===== src/rtl/counter_table_updater.sv =====
// counter_table_updater: pipelined read-modify-write of saturating 8-bit counters in a byte-write dual-port RAM.
module counter_table_updater #(
    parameter int NUM_COL    = 4,
    parameter int ADDR_WIDTH = 12,
    parameter int STEP       = 4,
    localparam int DATA_WIDTH = NUM_COL * 8,
    localparam int COL_W      = (NUM_COL > 1) ? $clog2(NUM_COL) : 1
) (
    input  logic                  clk,
    input  logic                  rst_n,
    input  logic                  in_valid,
    output logic                  in_ready,
    input  logic [ADDR_WIDTH-1:0] in_addr,
    input  logic [COL_W-1:0]      in_col,
    input  logic                  in_bit,
    output logic                  out_valid,
    input  logic                  out_ready,
    output logic [7:0]            out_old,
    output logic [7:0]            out_new,
    output logic                  ram_ena,
    output logic [NUM_COL-1:0]    ram_wea,
    output logic [ADDR_WIDTH-1:0] ram_addra,
    output logic [DATA_WIDTH-1:0] ram_dina,
    output logic                  ram_enb,
    output logic [ADDR_WIDTH-1:0] ram_addrb,
    input  logic [DATA_WIDTH-1:0] ram_dob
);
    logic                  s1_valid_q, out_valid_q, fwd_valid_q, s1_bit_q;
    logic [ADDR_WIDTH-1:0] s1_addr_q, fwd_addr_q;
    logic [COL_W-1:0]      s1_col_q, fwd_col_q;
    logic [7:0]            fwd_data_q, out_old_q, out_new_q;
    logic [7:0]            rd_byte, old_d, new_d;
    logic [8:0]            sum_up, sum_dn;
    logic                  adv, accept, wr, fwd_hit;

    assign adv       = !out_valid_q | out_ready;
    assign accept    = in_valid & adv;
    assign wr        = s1_valid_q & adv;
    assign in_ready  = adv;
    assign ram_enb   = accept;
    assign ram_addrb = in_addr;

    // The previous cycle's write collided with this read's RAM access, so take its data instead
    assign fwd_hit = fwd_valid_q && fwd_addr_q == s1_addr_q && fwd_col_q == s1_col_q;
    assign rd_byte = ram_dob[{s1_col_q, 3'b000} +: 8];
    assign old_d   = fwd_hit ? fwd_data_q : rd_byte;
    assign sum_up  = {1'b0, old_d} + 9'(STEP);
    assign sum_dn  = {1'b0, old_d} - 9'(STEP);
    assign new_d   = s1_bit_q ? (sum_up[8] ? 8'hFF : sum_up[7:0]) : (sum_dn[8] ? 8'h00 : sum_dn[7:0]);

    assign ram_ena   = wr;
    assign ram_wea   = wr ? NUM_COL'(1) << s1_col_q : '0;
    assign ram_addra = s1_addr_q;
    assign ram_dina  = {NUM_COL{new_d}};
    assign out_valid = out_valid_q;
    assign out_old   = out_old_q;
    assign out_new   = out_new_q;

    always_ff @(posedge clk or negedge rst_n) begin
        if (!rst_n) begin
            s1_valid_q  <= 1'b0;
            s1_addr_q   <= '0;
            s1_col_q    <= '0;
            s1_bit_q    <= 1'b0;
            out_valid_q <= 1'b0;
            out_old_q   <= 8'h00;
            out_new_q   <= 8'h00;
            fwd_valid_q <= 1'b0;
            fwd_addr_q  <= '0;
            fwd_col_q   <= '0;
            fwd_data_q  <= 8'h00;
        end else if (adv) begin
            s1_valid_q  <= accept;
            if (accept) begin
                s1_addr_q <= in_addr;
                s1_col_q  <= in_col;
                s1_bit_q  <= in_bit;
            end
            out_valid_q <= s1_valid_q;
            if (s1_valid_q) begin
                out_old_q <= old_d;
                out_new_q <= new_d;
            end
            fwd_valid_q <= wr & accept;
            fwd_addr_q  <= s1_addr_q;
            fwd_col_q   <= s1_col_q;
            fwd_data_q  <= new_d;
        end
    end
endmodule


===== config.mk =====
export PLATFORM = sky130hd
export DESIGN_NAME = counter_table_updater
export DESIGN_NICKNAME = d
export VERILOG_FILES = /design/src/rtl/counter_table_updater.sv
export SDC_FILE = /design/constraint.sdc
export NUM_CORES = 1
export LEC_CHECK = 0
export CORE_ASPECT_RATIO = 0.7
export CORE_MARGIN = 3
export CORE_UTILIZATION = 48
export DETAILED_ROUTE_END_ITERATION = 7
export GPL_ROUTABILITY_DRIVEN = 0
export PLACE_DENSITY = 0.84
export SLEW_MARGIN = 20
export SYNTH_ARGS = -nofsm -noshare
export SYNTH_HDL_FRONTEND = slang
export SYNTH_SLANG_ARGS = --single-unit
export TNS_END_PERCENT = 10

===== constraint.sdc =====
create_clock -name clk -period 5.78 [get_ports clk]
set_input_delay 1.156 -clock clk [delete_from_list [all_inputs] [get_ports clk]]
set_output_delay 1.156 -clock clk [all_outputs]
set_load 0.1 [all_outputs]

After elaboration in Yosys (flattened, before gate mapping) --
Index checks and enable logic that the tools add are counted.
Cells by class: $add $sub $neg 2, equal/unequal tests 2, shifts and indexed selects 2, multiplexer cells 5, bitwise operators 4, reductions and logical operators 5
Operator list (number):
- 8-bit two-way mux | 4
- 32-bit by 6-bit variable part select with 8-bit output | 1
- 12-bit == test | 1
- 8-bit by 3-bit adder with 9-bit output (second input constant) | 1
- 8-bit by 3-bit subtractor with 9-bit output (second input constant) | 1
- 4-bit two-way mux | 1
- 2-bit AND reduction | 2
- 1-bit by 2-bit << shifter with 4-bit output (first input constant) | 1
- 1-bit bitwise AND | 3
- 2-bit == test | 1
- 1-bit logical AND | 2
- 1-bit zero test | 1
- 1-bit bitwise OR | 1
Word-level totals: bits in registers 56, input bits 51, output and inout port bits 80, word-level logic and storage cells 31

Longest topological paths before layout --
Gate-level depths: netlist (run 1).
word-level depth 7, depth in mapped cells 10, gate-level depth less buffers 6

Worst setup path after synthesis (run 1) --
OpenSTA, ideal clock, no wires.
path kind input to output, from input out_ready, to output ram_wea[1], data arrival time 4.222 ns, data required time 4.624 ns, slack 0.402 ns, cell stages on the path 7, path buffers 2, cells stage by stage nand2b_1 -> clkbuf_1 -> nand2_1 -> clkinv_1 -> clkbuf_1 -> nand2_1 -> nor2_1
On the way: word-level cells in the longest chain between the ends 3
Ends and longest elaborated chain:
- start: declaration | RTL line 17 | input logic out_ready,
- 1-bit bitwise OR | RTL line 36 | assign adv = !out_valid_q | out_ready;
- 1-bit bitwise AND | RTL line 38 | assign wr = s1_valid_q & adv;
- net ram_ena | RTL line 20 | output logic ram_ena,
- 4-bit two-way mux | RTL line 52 | assign ram_wea = wr ? NUM_COL'(1) << s1_col_q : '0;
- end: declaration | RTL line 21 | output logic [NUM_COL-1:0] ram_wea,
The timed path passes the listed nets, and every way through them passes these cells.

Final worst setup path (run 1) --
from input ram_dob[2], to output ram_dina[14]
On the way: word-level cells in the longest chain between the ends 5, elaborated cells on any way between the ends 7, classes of those cells add/sub (2); shift (1); mux (4)
Ends and longest elaborated chain:
- start: declaration | RTL line 26 | input logic [DATA_WIDTH-1:0] ram_dob
- 32-bit by 6-bit variable part select with 8-bit output * | RTL line 45 | assign rd_byte = ram_dob[{s1_col_q, 3'b000} +: 8];
- 8-bit two-way mux * | RTL line 46 | assign old_d = fwd_hit ? fwd_data_q : rd_byte;
- 8-bit by 3-bit subtractor with 9-bit output or 8-bit by 3-bit adder with 9-bit output (tied branches) | RTL line 48, 47
- 8-bit two-way mux | RTL line 49 | assign new_d = s1_bit_q ? (sum_up[8] ? 8'hFF : sum_up[7:0]) : (sum_dn[8] ? 8'h00 : sum_dn[7:0]);
- 8-bit two-way mux * | RTL line 49
- end: declaration | RTL line 23 | output logic [DATA_WIDTH-1:0] ram_dina,
Mark *: on every way between the ends. The rest lies on a longest branch, timed or not.

==> results by stage, run 1 <==
STA:
- The final setup slack of the worst path is 0.684 ns.
- Setup repair after global routing left no endpoint under its margin.
- For the final database, setup skew stands at 0.00965 ns.
- The count of final max-slew check failures is 0.
- The share of the clock period used by the worst path after layout is between 80% and 90%.
- The top achievable clock speed is between 0.15 and 0.2 GHz.
- The number of setup violations in the final report is 0.
- For the finished layout, the period the worst path requires is 5.10 ns.
- The final hold violation count is 0.
- The transition time at the pin with the least slew margin is 1.03 ns.
- The total negative slack for setup checks is 0 ns.
- In this run the tightest slew margin relative to its limit is 31.0%.

GRT:
- The global-route usage over all layers is 20.7%.
- The first global-routing pass estimated roughly 13 mm of wire.
- Global routing finished with a remaining overflow of 0.
- The via count of the first global-routing pass is ~2600.
- The number of antenna violations at the first check in global routing was 0.
- Entering global routing, the biggest net connects 57 pins.

Floorplan:
- The area of the core is about 0.0068 sq mm.
- The area of the die is 0.00818 sq mm.
- The die outline width is 107 um.
- The row count is 25.
- The die is 76.6 um tall.
- The number of top-level pins is 131.
- The initial utilization of the core area, before any placement, comes to around 50%.

CTS:
- The tree is rooted in a clkbuf_8.
- The later-pin clock latency in the skew report is approximately 0.32 ns.
- TritonCTS created 5 clock buffers.
- The post-cts sizing count is 0.
- Buffers inserted to repair hold after CTS numbered 0.
- CTS built an H-tree with a depth of 2.
- The CTS tree is yes.
- The maximum root-to-sink buffer count is 2.
- The clock net in this run drives a total of 56 sinks.
- After clock tree synthesis, the setup repair step added 0 buffers.
- After clock tree synthesis, the clock-pin slew on the worst setup and hold paths is 0.09 ns.

Critical path:
- The cell class contributing the biggest share of worst-path delay is simple AND/OR/NAND/NOR gates.
- The biggest fanout along the worst timing path is 8.
- The setup check on the worst reg-to-reg path leaves a slack of ~2.4 ns.
- The count of buffer and inverter cells on the critical path is 2.
- The data required time of the critical path is about 4.6 ns.
- Walking the worst path, the cells encountered are clkdlybuf4s50_1 -> mux4_2 -> or4_4 -> o221ai_2 -> mux2i_1 -> nor4b_4 -> buf_12.
- The data arrival time at the worst-slack endpoint is 3.94 ns.
- The endpoint kind of the worst setup timing path is an output pin.
- The category of the most critical setup path is primary input to output pin.
- In this design, the stage delay of the slowest critical-path cell is 0.63 ns.
- The slowest stage of the critical path is the or4_4 cell.
- STA classifies the critical path startpoint as a primary input.

Pwr:
- The relative contribution of sequential cells to total power is between 20% and 30%.
- The switching part of the total power is 59.9%.
- The combinational power share is between 60% and 70%.
- The cell leakage power is roughly 1.9 nW.
- In this run the power spent charging and discharging nets is 0.00162 W.
- The ratio of total power to cell area is 583 mW/mm^2.
- Of the total power, the clock network draws 9.7%.
- Across the VDD grid, the largest voltage drop is 0.314 mV.
- The internal power of the cells totals 0.00109 W.

Final layout:
- 0 antenna diodes ended up in the layout.
- In the final layout, the multi-input gates occupy 0.00164 sq mm.
- In the layout the commonest cells are clkdlybuf4s50_1, dfrtp_1, mux2_2, buf_4, nand2_1.
- The area occupied by registers is 0.00140 sq mm.
- The count of fill cells added during filler insertion is around 550.
- The ratio of cells with drive above 1 in the final layout is 25.5%.
- Leaving out fill and tap cells, the most frequent cell in the layout is clkdlybuf4s50_1.
- The area growth from synthesis to layout is 36.1%.
- At the end of the flow, the number of nets in the layout was 458.

Synth:
- The yosys synthesis warning count is 0.
- The count of distinct cell types in the synthesized netlist is 43.
- For this run, asynchronously set or reset flops after synthesis account for 100%.
- The post-synthesis average cell area is 10.6 sq um.
- For this run, the leading register cell type out of synthesis is dfrtp_1.
- The number of nets handed over by synthesis was between 300 and 400.
- The cell count after synthesis is 321.
- The synthesized design contains 56 register bits.
- The synthesized netlist occupies a cell area of 0.00341 sq mm.
- The sequential share of the synthesized area is 41.0%.
- The number of enable flip-flop cells after synthesis is 0.

Hold path:
- The worst hold-check path type is register to register.

Placement:
- The HPWL after detailed placement is 6.45 mm.
- The pre-CTS worst setup slack is 0.692 ns.
- Buffers placed on the I/O ports in this run total 130.

Run:
- The tool flagged a number of max-cap violations equal to 0.

Detailed routing:
- The routed via count divided by cell count is 5.37.
- The remaining design rule violation count is 0.
- In this run the remaining antenna-violating nets after routing total 0.
- The via count of the routed design is 2697.
- For this block, the initial DRC count from the detailed router was about 240.
- Dividing the detail-routed wire length by the instance count gives 16.7 um.
- The routed wire length is 8.37 mm.
- Before antenna repair, the detailed router went through 4 iterations.

Status:
- The run finished with clean final reports.
power by group through the flow:
| stage | clock (W) | combinational, W | sequential, W |
|---|---|---|---|
| floorplan | 0 | 0.00110 | 0.00101 |
| global placement | 0 | 0.00180 | 0.000620 |
| detailed placement | 0 | 0.00182 | 0.000629 |
| CTS | 0.000267 | 0.00183 | 0.000623 |
| global route | 0.000282 | 0.00189 | 0.000640 |
| finish | 0.000262 | 0.00182 | 0.000624 |
worst register-to-register path, cell delays in order, from the launching register on:
cell      delay (ns)
dfrtp_1         0.84
mux4_2          0.69
or4_4           0.63
o221ai_2        0.19
mux2i_1         0.13
nor4b_4         0.61
mux2_2          0.28
flip-flops by register name (all words and copies together), names as in the netlist:
| signal | cells |
|---|---|
| fwd_addr_q | 12 |
| fwd_col_q | 2 |
| fwd_data_q | 8 |
| fwd_valid_q | 1 |
| out_new | 8 |
| out_old | 8 |
| out_valid | 1 |
| ram_addra | 12 |
| s1_bit_q | 1 |
| s1_col_q | 2 |
| s1_valid_q | 1 |
worst paths after layout:
kind | from | end | cells after the start
min in group asynchronous | rst_n | out_old[7] | 2
worst min-delay path | out_old[2] | out_old[2] | 2
worst max-delay path | ram_dob[2] | ram_dina[14] | 7
worst min register to register | out_old[2] | out_old[2] | 2
worst max register to register | s1_col_q[0] | fwd_data_q[6] | 6
max in group asynchronous | rst_n | out_valid | 2
synth_stat cells (all sizes together) (2+ instances only):
cell    count  area (sq um)
a21oi       4          20.0
a31oi       9          56.3
a41oi       2          17.5
and2        2          12.5
and4        3          26.3
buf        40           299
clkbuf     15          57.6
dfrtp      56          1400
inv         4          15.0
mux2       37           417
mux2i      11           110
mux4        8           180
nand2      25          93.8
nand3      11          55.1
nand3b      2          15.0
nand4       6          37.5
nor2       22          82.6
nor3        9          45.0
o21a        2          15.0
o21ai      12          60.1
or4         3          26.3
or4b        2          20.0
xnor2      18           158
xor2        3          26.3
per-layer routing:
metal	vias up	track usage, %	routed length [um]
met5	-	0	0
met4	0	4.60	125
met3	13	6.27	781
met2	121	33.4	3930
met1	1283	27.7	3540
li1	1280	-	-
logic make-up after synthesis:
| logic type | count (synthesis) | synth area share, % |
|---|---|---|
| simple gates | 93 | 14.7 |
| buf+inv | 60 | 11.0 |
| mux | 56 | 20.7 |
| flops | 56 | 41.0 |
| compound gates | 35 | 7.22 |
| xor+xnor | 21 | 5.39 |
cell type report:
class                           instances  share of cell area [%]
Inverter                                5                   0.404
Multi-Input combinational cell        205                    35.3
Tap cell                               94                    2.53
Clock inverter                          3                    1.02
Clock buffer                            5                    1.48
Sequential cell                        56                    30.2
Timing Repair Buffer                  134                    29.1
per-stage QoR:
step           utilization (%)  hold slack (ns)  power, W  cells  area (sq um)
6_report                  68.1            0.484   0.00271    502          4650
5_1_grt                   68.1            0.521   0.00281    502          4650
4_1_cts                   68.1            0.493   0.00272    502          4650
3_5_place_dp              66.4            0.471   0.00245    494          4530
3_3_place_gp              66.4            0.460   0.00242    494          4530
2_1_floorplan                -            0.459   0.00211    321          3410
(Power assumes the default switching activity.)
==> run 2, diff against run 1 <==
Settings changed: CORE_UTILIZATION 48 to 45, PLACE_DENSITY 0.84 to 0.79, TNS_END_PERCENT 10 to 100.
Clock period 5.78 ns to 5.4 ns, I/O delays scaled along.
==> results by stage, run 2 (synthesized netlist as in run 1, its figures left out) <==
Placement:
- Buffers placed on the I/O ports in this run total 130.
- The post-detailed-placement cell area is roughly 0.0047 sq mm.
- The pre-CTS worst setup slack is 0.458 ns.
- The count of placed standard cells including taps is 497.
- The HPWL after detailed placement is 6.69 mm.

STA:
- The final hold violation count is 0.
- Summed over all failing endpoints, the final setup total negative slack is 0 ns.
- After layout, the worst setup slack is between 0.4 and 0.5 ns.
- The worst slew margin relative to its limit is 32.8%.
- The count of final max-slew check failures came to 0.
- The final worst clock skew is 0.00556 ns.
- The share of the clock period used by the worst path after layout is 92.4%.
- The transition time at the pin with the least slew margin is 1.01 ns.
- The routed design could run at a clock period as short as 4.99 ns.
- Setup repair after global routing left no endpoint under its margin.
- Static timing analysis puts the maximum clock frequency at 0.200 GHz.
- The number of setup violations in the final report is 0.

Floorplan:
- The floorplan step defined a die boundary enclosing 0.00869 sq mm.
- For this configuration, the core starts out at a cell density of 48.5%.
- The die outline width is 110 um.
- The region available for standard cell placement spans 0.00704 sq mm.
- For this design the top-level I/O count stands at between 100 and 150.
- The row count is 25.
- The die is 78.9 um tall.

Final layout:
- In the final layout, the share of cells above drive strength 1 is 26.0%.
- The most frequent standard cell in the layout excluding fill and tap cells is clkdlybuf4s50_1.
- Measured on the finished design, the core utilization comes to 67.4%.
- The number of nets in the final layout is approximately 460.
- The cell area after layout is 0.00474 sq mm.
- The count of fill cells added during filler insertion is 534.
- The growth of design area from synthesis to finish is 39.0%.
- The library cells used most frequently in the layout, excluding fill and tap cells, are clkdlybuf4s50_1, dfrtp_1, mux2_2, buf_4, nand2_1.
- The final standard cell count with taps included and fillers excluded is a little over 500.
- The repair_antennas step left the layout with diodes totalling 0.

Critical path:
- The worst register-to-register path ends at fwd_data_q[6].
- The largest individual stage delay along the critical path comes from the cell or4_4.
- The longest individual stage delay on the worst path is 0.62 ns.
- The worst setup path is captured at an output pin.
- The setup path with the least slack is of type primary input to output pin.
- The worst register-to-register path begins at s1_col_q[0].
- The kind of cell with the highest combined delay along the critical path is simple AND/OR/NAND/NOR gates.
- Together, buffers and inverters on the worst path number 2.
- Measured in cells, the most critical reg-to-reg path has a length of 6.
- Of all nets on the critical path, the largest fanout is 8.
- The data arrival time at the worst-slack endpoint is 3.91 ns.
- Walking the worst path, the cells encountered are clkdlybuf4s50_1 -> mux4_2 -> or4_4 -> nor3_1 -> mux2i_1 -> or4b_1 -> nand3_1 -> buf_12.
- STA classifies the critical path startpoint as a primary input.
- For the worst setup path, the data required time is between 4 and 5 ns.
- The setup slack of the worst register-to-register path is 2.22 ns.

GRT:
- The via count of the first global-routing pass is 2701.
- Global routing finished with a remaining overflow of 0.
- For this run, the total global-route usage over all layers was measured as 20.9%.
- The wire length of the first global-routing pass is ~14 mm.
- The pin count of the biggest net entering global routing is 57.
- The number of antenna violations at the first check in global routing was 0.

Pwr:
- The cell leakage power is 1.91 nW.
- IR analysis of the VDD net gives a maximum drop of about 0.47 mV.
- The ratio of total power to cell area is 619 mW/mm^2.

CTS:
- The maximum level of the CTS H-tree is 2.
- The post-cts sizing count is 0.
- The number of clock buffers inserted by TritonCTS is 5.
- TritonCTS built the clock tree.
- The clock reaches the later pin of the worst-skew pair after approximately 0.3 ns.
- The number of hold buffers added after CTS was 0.
- The number of setup buffers added after CTS is 0.
- The sink count of the clock tree is 56.
- The maximum root-to-sink buffer count is 2.
- Clock-pin slew was measured on the worst setup and hold paths at approximately 0.09 ns.
- The tree is rooted in a clkbuf_8.

Detailed routing:
- The count of nets left with antenna violations once routing finished came out at 0.
- In the final routed layout, each cell accounts on average for between 15 and 20 um.
- For this run, design rule violations remaining after detail routing come to 0.
- The via count of the routed design is between 2000 and 3000.
- The routed wire length is 8.61 mm.
- For this block, the initial DRC count from the detailed router was ~170.
- The pre-antenna-repair detailed-routing pass consisted of 4 iterations.
- Using the TritonRoute via totals, the vias-per-cell ratio works out to 5.42.

Run:
- Max-cap violations in this run came to 0.

Hold path:
- In this run the worst hold path is classified as register to register.
- The cell depth of the worst hold path is 2.
- The path with the worst hold slack has its endpoint at out_old[1].
- The startpoint identified for the worst hold timing path is out_old[1].

Status:
- The flow ran to the end, and the final reports show no timing, DRC or antenna violations.
run 2: cell types whose count changed in the layout (fill, tap and decap cells not counted), sizes merged:
cell and delta:
bufinv -1, buf +3, clkbuf +1
run 2: worst max-delay path by stage:
| stage | from | endpoint | slack [ns] | depth (start not counted) |
|---|---|---|---|---|
| detailed placement | ram_dob[2] | ram_dina[4] | 0.46 | 8 |
| floorplan | out_ready | ram_wea[1] | 0.17 | 7 |
| global route | ram_dob[2] | ram_dina[4] | 0.30 | 8 |
| finish | ram_dob[2] | ram_dina[4] | 0.41 | 8 |
| global placement | ram_dob[26] | ram_dina[4] | 0.50 | 8 |
| CTS | ram_dob[2] | ram_dina[4] | 0.44 | 8 |
run 2: tightest hold or removal path, delay by kind of cell (launching register included):
family             cells  cell delay [ns]
AOI/OAI and AO/OA      1             0.06
and+or+nand+nor        1             0.05
DFF                    1             0.36
run 2: power breakdown:
part / leakage (nW) / internal (W) / switching, W
clock network: 0.0510 / 0.000103 / 0.000133
logic: 1.20 / 0.000557 / 0.00148
registers: 0.655 / 0.000535 / 0.000130
total: 1.91 / 0.00119 / 0.00174
run 2: routing by layer:
metal  part of all wire, %  track usage [%]  routed length, um  vias up
met3                   8.7             6.09                749        7
li1                      -                -                  -     1285
met5                     0                0                  0        -
met1                    45             30.0               3850     1324
met4                   1.1             4.67                 98        0
met2                    45             31.2               3920      120
run 2: cell type report:
type / instances / area (sq um) / area share, %
sequential: 56 / 1400 / 29.5
timing repair buffer: 137 / 1480 / 31.1
tap: 94 / 118 / 2.48
inverter: 5 / 18.8 / 0.396
multi-input combinational: 205 / 1640 / 34.5
clock buffer: 6 / 82.6 / 1.74
clock inverter: 2 / 10.0 / 0.211
run 2: stage by stage:
stage | hold slack [ns] | power (W)
after floorplan | 0.459 | 0.00226
after global routing | 0.525 | 0.00306
after CTS | 0.494 | 0.00295
final | 0.491 | 0.00294
after detailed placement | 0.471 | 0.00271
after global placement | 0.464 | 0.00269
==> run 3, diff against run 2 <==
Settings changed: CORE_MARGIN 3 to unset, PLACE_DENSITY 0.79 to 0.88.
==> results by stage, run 3 (synthesized netlist as in run 1, its figures left out) <==
Status:
- The flow ran to the end, and the final reports show no timing, DRC or antenna violations.

Pwr:
- The switching part of the total power is 59.7%.
- The maximum resistive drop on vdd is ~0.50 mV.
- In this run the power density over the cells is about 620 mW/mm^2.
- The internal power of the cells totals 0.00119 W.
- The cell leakage power is 1.90 nW.
- The net switching component of the power is between 0.0015 and 0.002 W.
- Registers are responsible for 22.4% of the overall power.
- The clock network is responsible for 8.0% of the overall power.
- The combinational power share is 69.6%.

STA:
- The worst slew margin relative to its limit is between 30% and 40%.
- Between clock sinks in the finished design, the worst skew comes to 0.0105 ns.
- The tightest hold path in the finished design has a slack of 0.490 ns.
- For the finished layout, the period the worst path requires is between 5 and 6 ns.
- The transition time at the pin with the least slew margin is 0.992 ns.
- The share of the clock period used by the worst path after layout is about 93%.
- Based on the critical path, the design can be clocked at up to 0.199 GHz.
- The count of final max-slew check failures is 0.
- The final hold violation count is 0.
- Setup violations remaining at the end of the flow were counted as 0.
- Setup repair after global routing left no endpoint under its margin.
- The total negative slack for setup checks is 0 ns.

Placement:
- Once detailed placement completed, the half-perimeter wirelength came to ~6.5 mm.
- The count of buffers added on input and output ports is 130.

CTS:
- The maximum level of the CTS H-tree is 2.
- The number of gates resized after CTS was 0.
- CTS saw 56 sinks.
- Counting along the longest clock path gives a buffer depth of 2.
- The tree is rooted in a clkbuf_8.
- After clock tree synthesis, the flow added hold-fix buffers numbering 0.
- The CTS tree is yes.
- The number of setup buffers added after CTS is 0.
- The later-pin clock latency in the skew report is 0.32 ns.
- After clock tree synthesis, the clock-pin slew on the worst setup and hold paths is 0.10 ns.
- Counting the buffers created by CTS gives 5.

Detailed routing:
- The routed wire length is 8.54 mm.
- For this run, the detailed router's first-pass iteration total came to 4.
- The detailed router finished its first iteration with between 150 and 200 violations.
- The routed via count divided by cell count is ~5.5.
- The remaining design rule violation count is 0.
- After detailed routing, the average wire length per cell comes to 16.7 um.
- The detail route stage leaves a number of antenna-violating nets equal to 0.
- For this block, the via count after detailed routing is 2797.

Critical path:
- The category of the most critical setup path is primary input to output pin.
- The slowest stage cell on the critical path is or4_4.
- The cell class contributing the biggest share of worst-path delay is simple AND/OR/NAND/NOR gates.
- The endpoint kind of the worst setup timing path is an output pin.
- The number of cells on the worst reg-to-reg path is 7.
- The worst setup path is launched from a primary input.
- The startpoint identified for the worst register-to-register timing path is s1_col_q[0].
- The count of buffer and inverter cells on the critical path is 2.
- In this run the worst path has a maximum fanout of 8.
- Data on the critical path arrives at its endpoint at 3.94 ns.
- The worst register-to-register path ends at fwd_data_q[6].
- The setup slack of the worst register-to-register path is 2.37 ns.
- The longest individual stage delay on the worst path is 0.63 ns.
- Traced cell by cell, the critical path runs through clkdlybuf4s50_1 -> mux4_2 -> or4_4 -> nor3_1 -> mux2i_1 -> or4b_1 -> nand3_1 -> buf_12.
- At the worst endpoint, the required time is 4.32 ns.

Final layout:
- The library cell used most frequently in the layout, excluding fill and tap cells, is clkdlybuf4s50_1.
- After the last flow step, the layout net total stands at 462.
- 0 antenna diodes ended up in the layout.
- The growth of design area from synthesis to finish is 39.2%.
- The area of the multi-input gates is approximately 0.0016 sq mm.
- The library cells used most frequently in the layout, excluding fill and tap cells, are clkdlybuf4s50_1, dfrtp_1, mux2_2, buf_4, nand2_1.
- The filler cells instantiated in the layout total 578.
- Summing all flip-flop and latch instances after layout gives 0.00140 sq mm.
- The ratio of cells with drive above 1 in the final layout is 26.0%.

GRT:
- The via count of the first global-routing pass is between 2000 and 3000.
- The total congestion overflow is 0.
- The first global-routing pass estimated 13.5 mm of wire.
- The pin count of the biggest net entering global routing is 57.
- The global-route usage over all layers is 22.5%.
- The number of antenna violations at the first check in global routing is 0.

Floorplan:
- The area of the die is 0.00795 sq mm.
- During I/O placement, the number of pins put on the boundary was between 100 and 150.
- The height of the die is 74.9 um.
- The starting density of the core is 46.6%.
- The die outline width is between 100 and 150 um.
- The core region is 0.00732 sq mm.
- The row count is 26.

Run:
- The total of max-cap violations is 0.

Hold path:
- The worst hold-check path type is register to register.
- The hold path startpoint is out_old[0].
- The capture endpoint of the worst hold path is out_old[0].
- The cell depth of the worst hold path is 2.
run 3: changes by cell type in the layout (fill, tap and decap cells not counted), sizes merged:
cell,before,now
buf,47,48
clkinv,3,2
clkinvlp,0,1
run 3: worst min-delay path, stage by stage (launching register included):
cell     delay [ns]
dfrtp_1        0.36
nand2_1        0.05
nand2_1        0.05
run 3: how the worst max path moves through the flow:
stage,from,endpoint,cells after the start
floorplan,out_ready,ram_wea[1],7
global route,ram_dob[2],ram_dina[28],8
finish,ram_dob[2],ram_dina[4],8
detailed placement,ram_dob[2],ram_dina[4],8
global placement,ram_dob[2],ram_dina[4],8
CTS,ram_dob[2],ram_dina[4],8
run 3: layer usage:
layer	global-route usage [%]	wire, um	up-vias
li1	-	-	1284
met1	30.1	3810	1357
met2	35.7	3840	142
met3	6.15	744	14
met4	8.49	142	0
met5	0	0	-
run 3: area by class of cell:
type                    count  share of cell area (%)
clock buffers               6                    1.53
multi-input cells         205                    34.5
flip-flops and latches     56                    29.5
repair buffers            138                    31.2
well taps                  98                    2.58
inverters                   5                   0.395
clock inverters             2                   0.342
run 3: power by group through the flow:
stage	registers (W)	clock network, W	logic [W]
final	0.000660	0.000236	0.00205
after global routing	0.000677	0.000255	0.00212
after CTS	0.000659	0.000240	0.00205
after detailed placement	0.000667	0	0.00205
after global placement	0.000658	0	0.00203
after floorplan	0.00108	0	0.00117
run 3: per-stage QoR:
stage                     cell area, sq um  util [%]  std cells  total power, W  worst slack, ns
after floorplan                       3410         -        321         0.00226            0.174
after global placement                4660      63.7        502         0.00269            0.401
after detailed placement              4660      63.7        502         0.00271            0.384
after CTS                             4750      64.9        510         0.00295            0.358
after global routing                  4750      64.9        510         0.00305            0.169
final                                 4750      64.9        510         0.00294            0.378
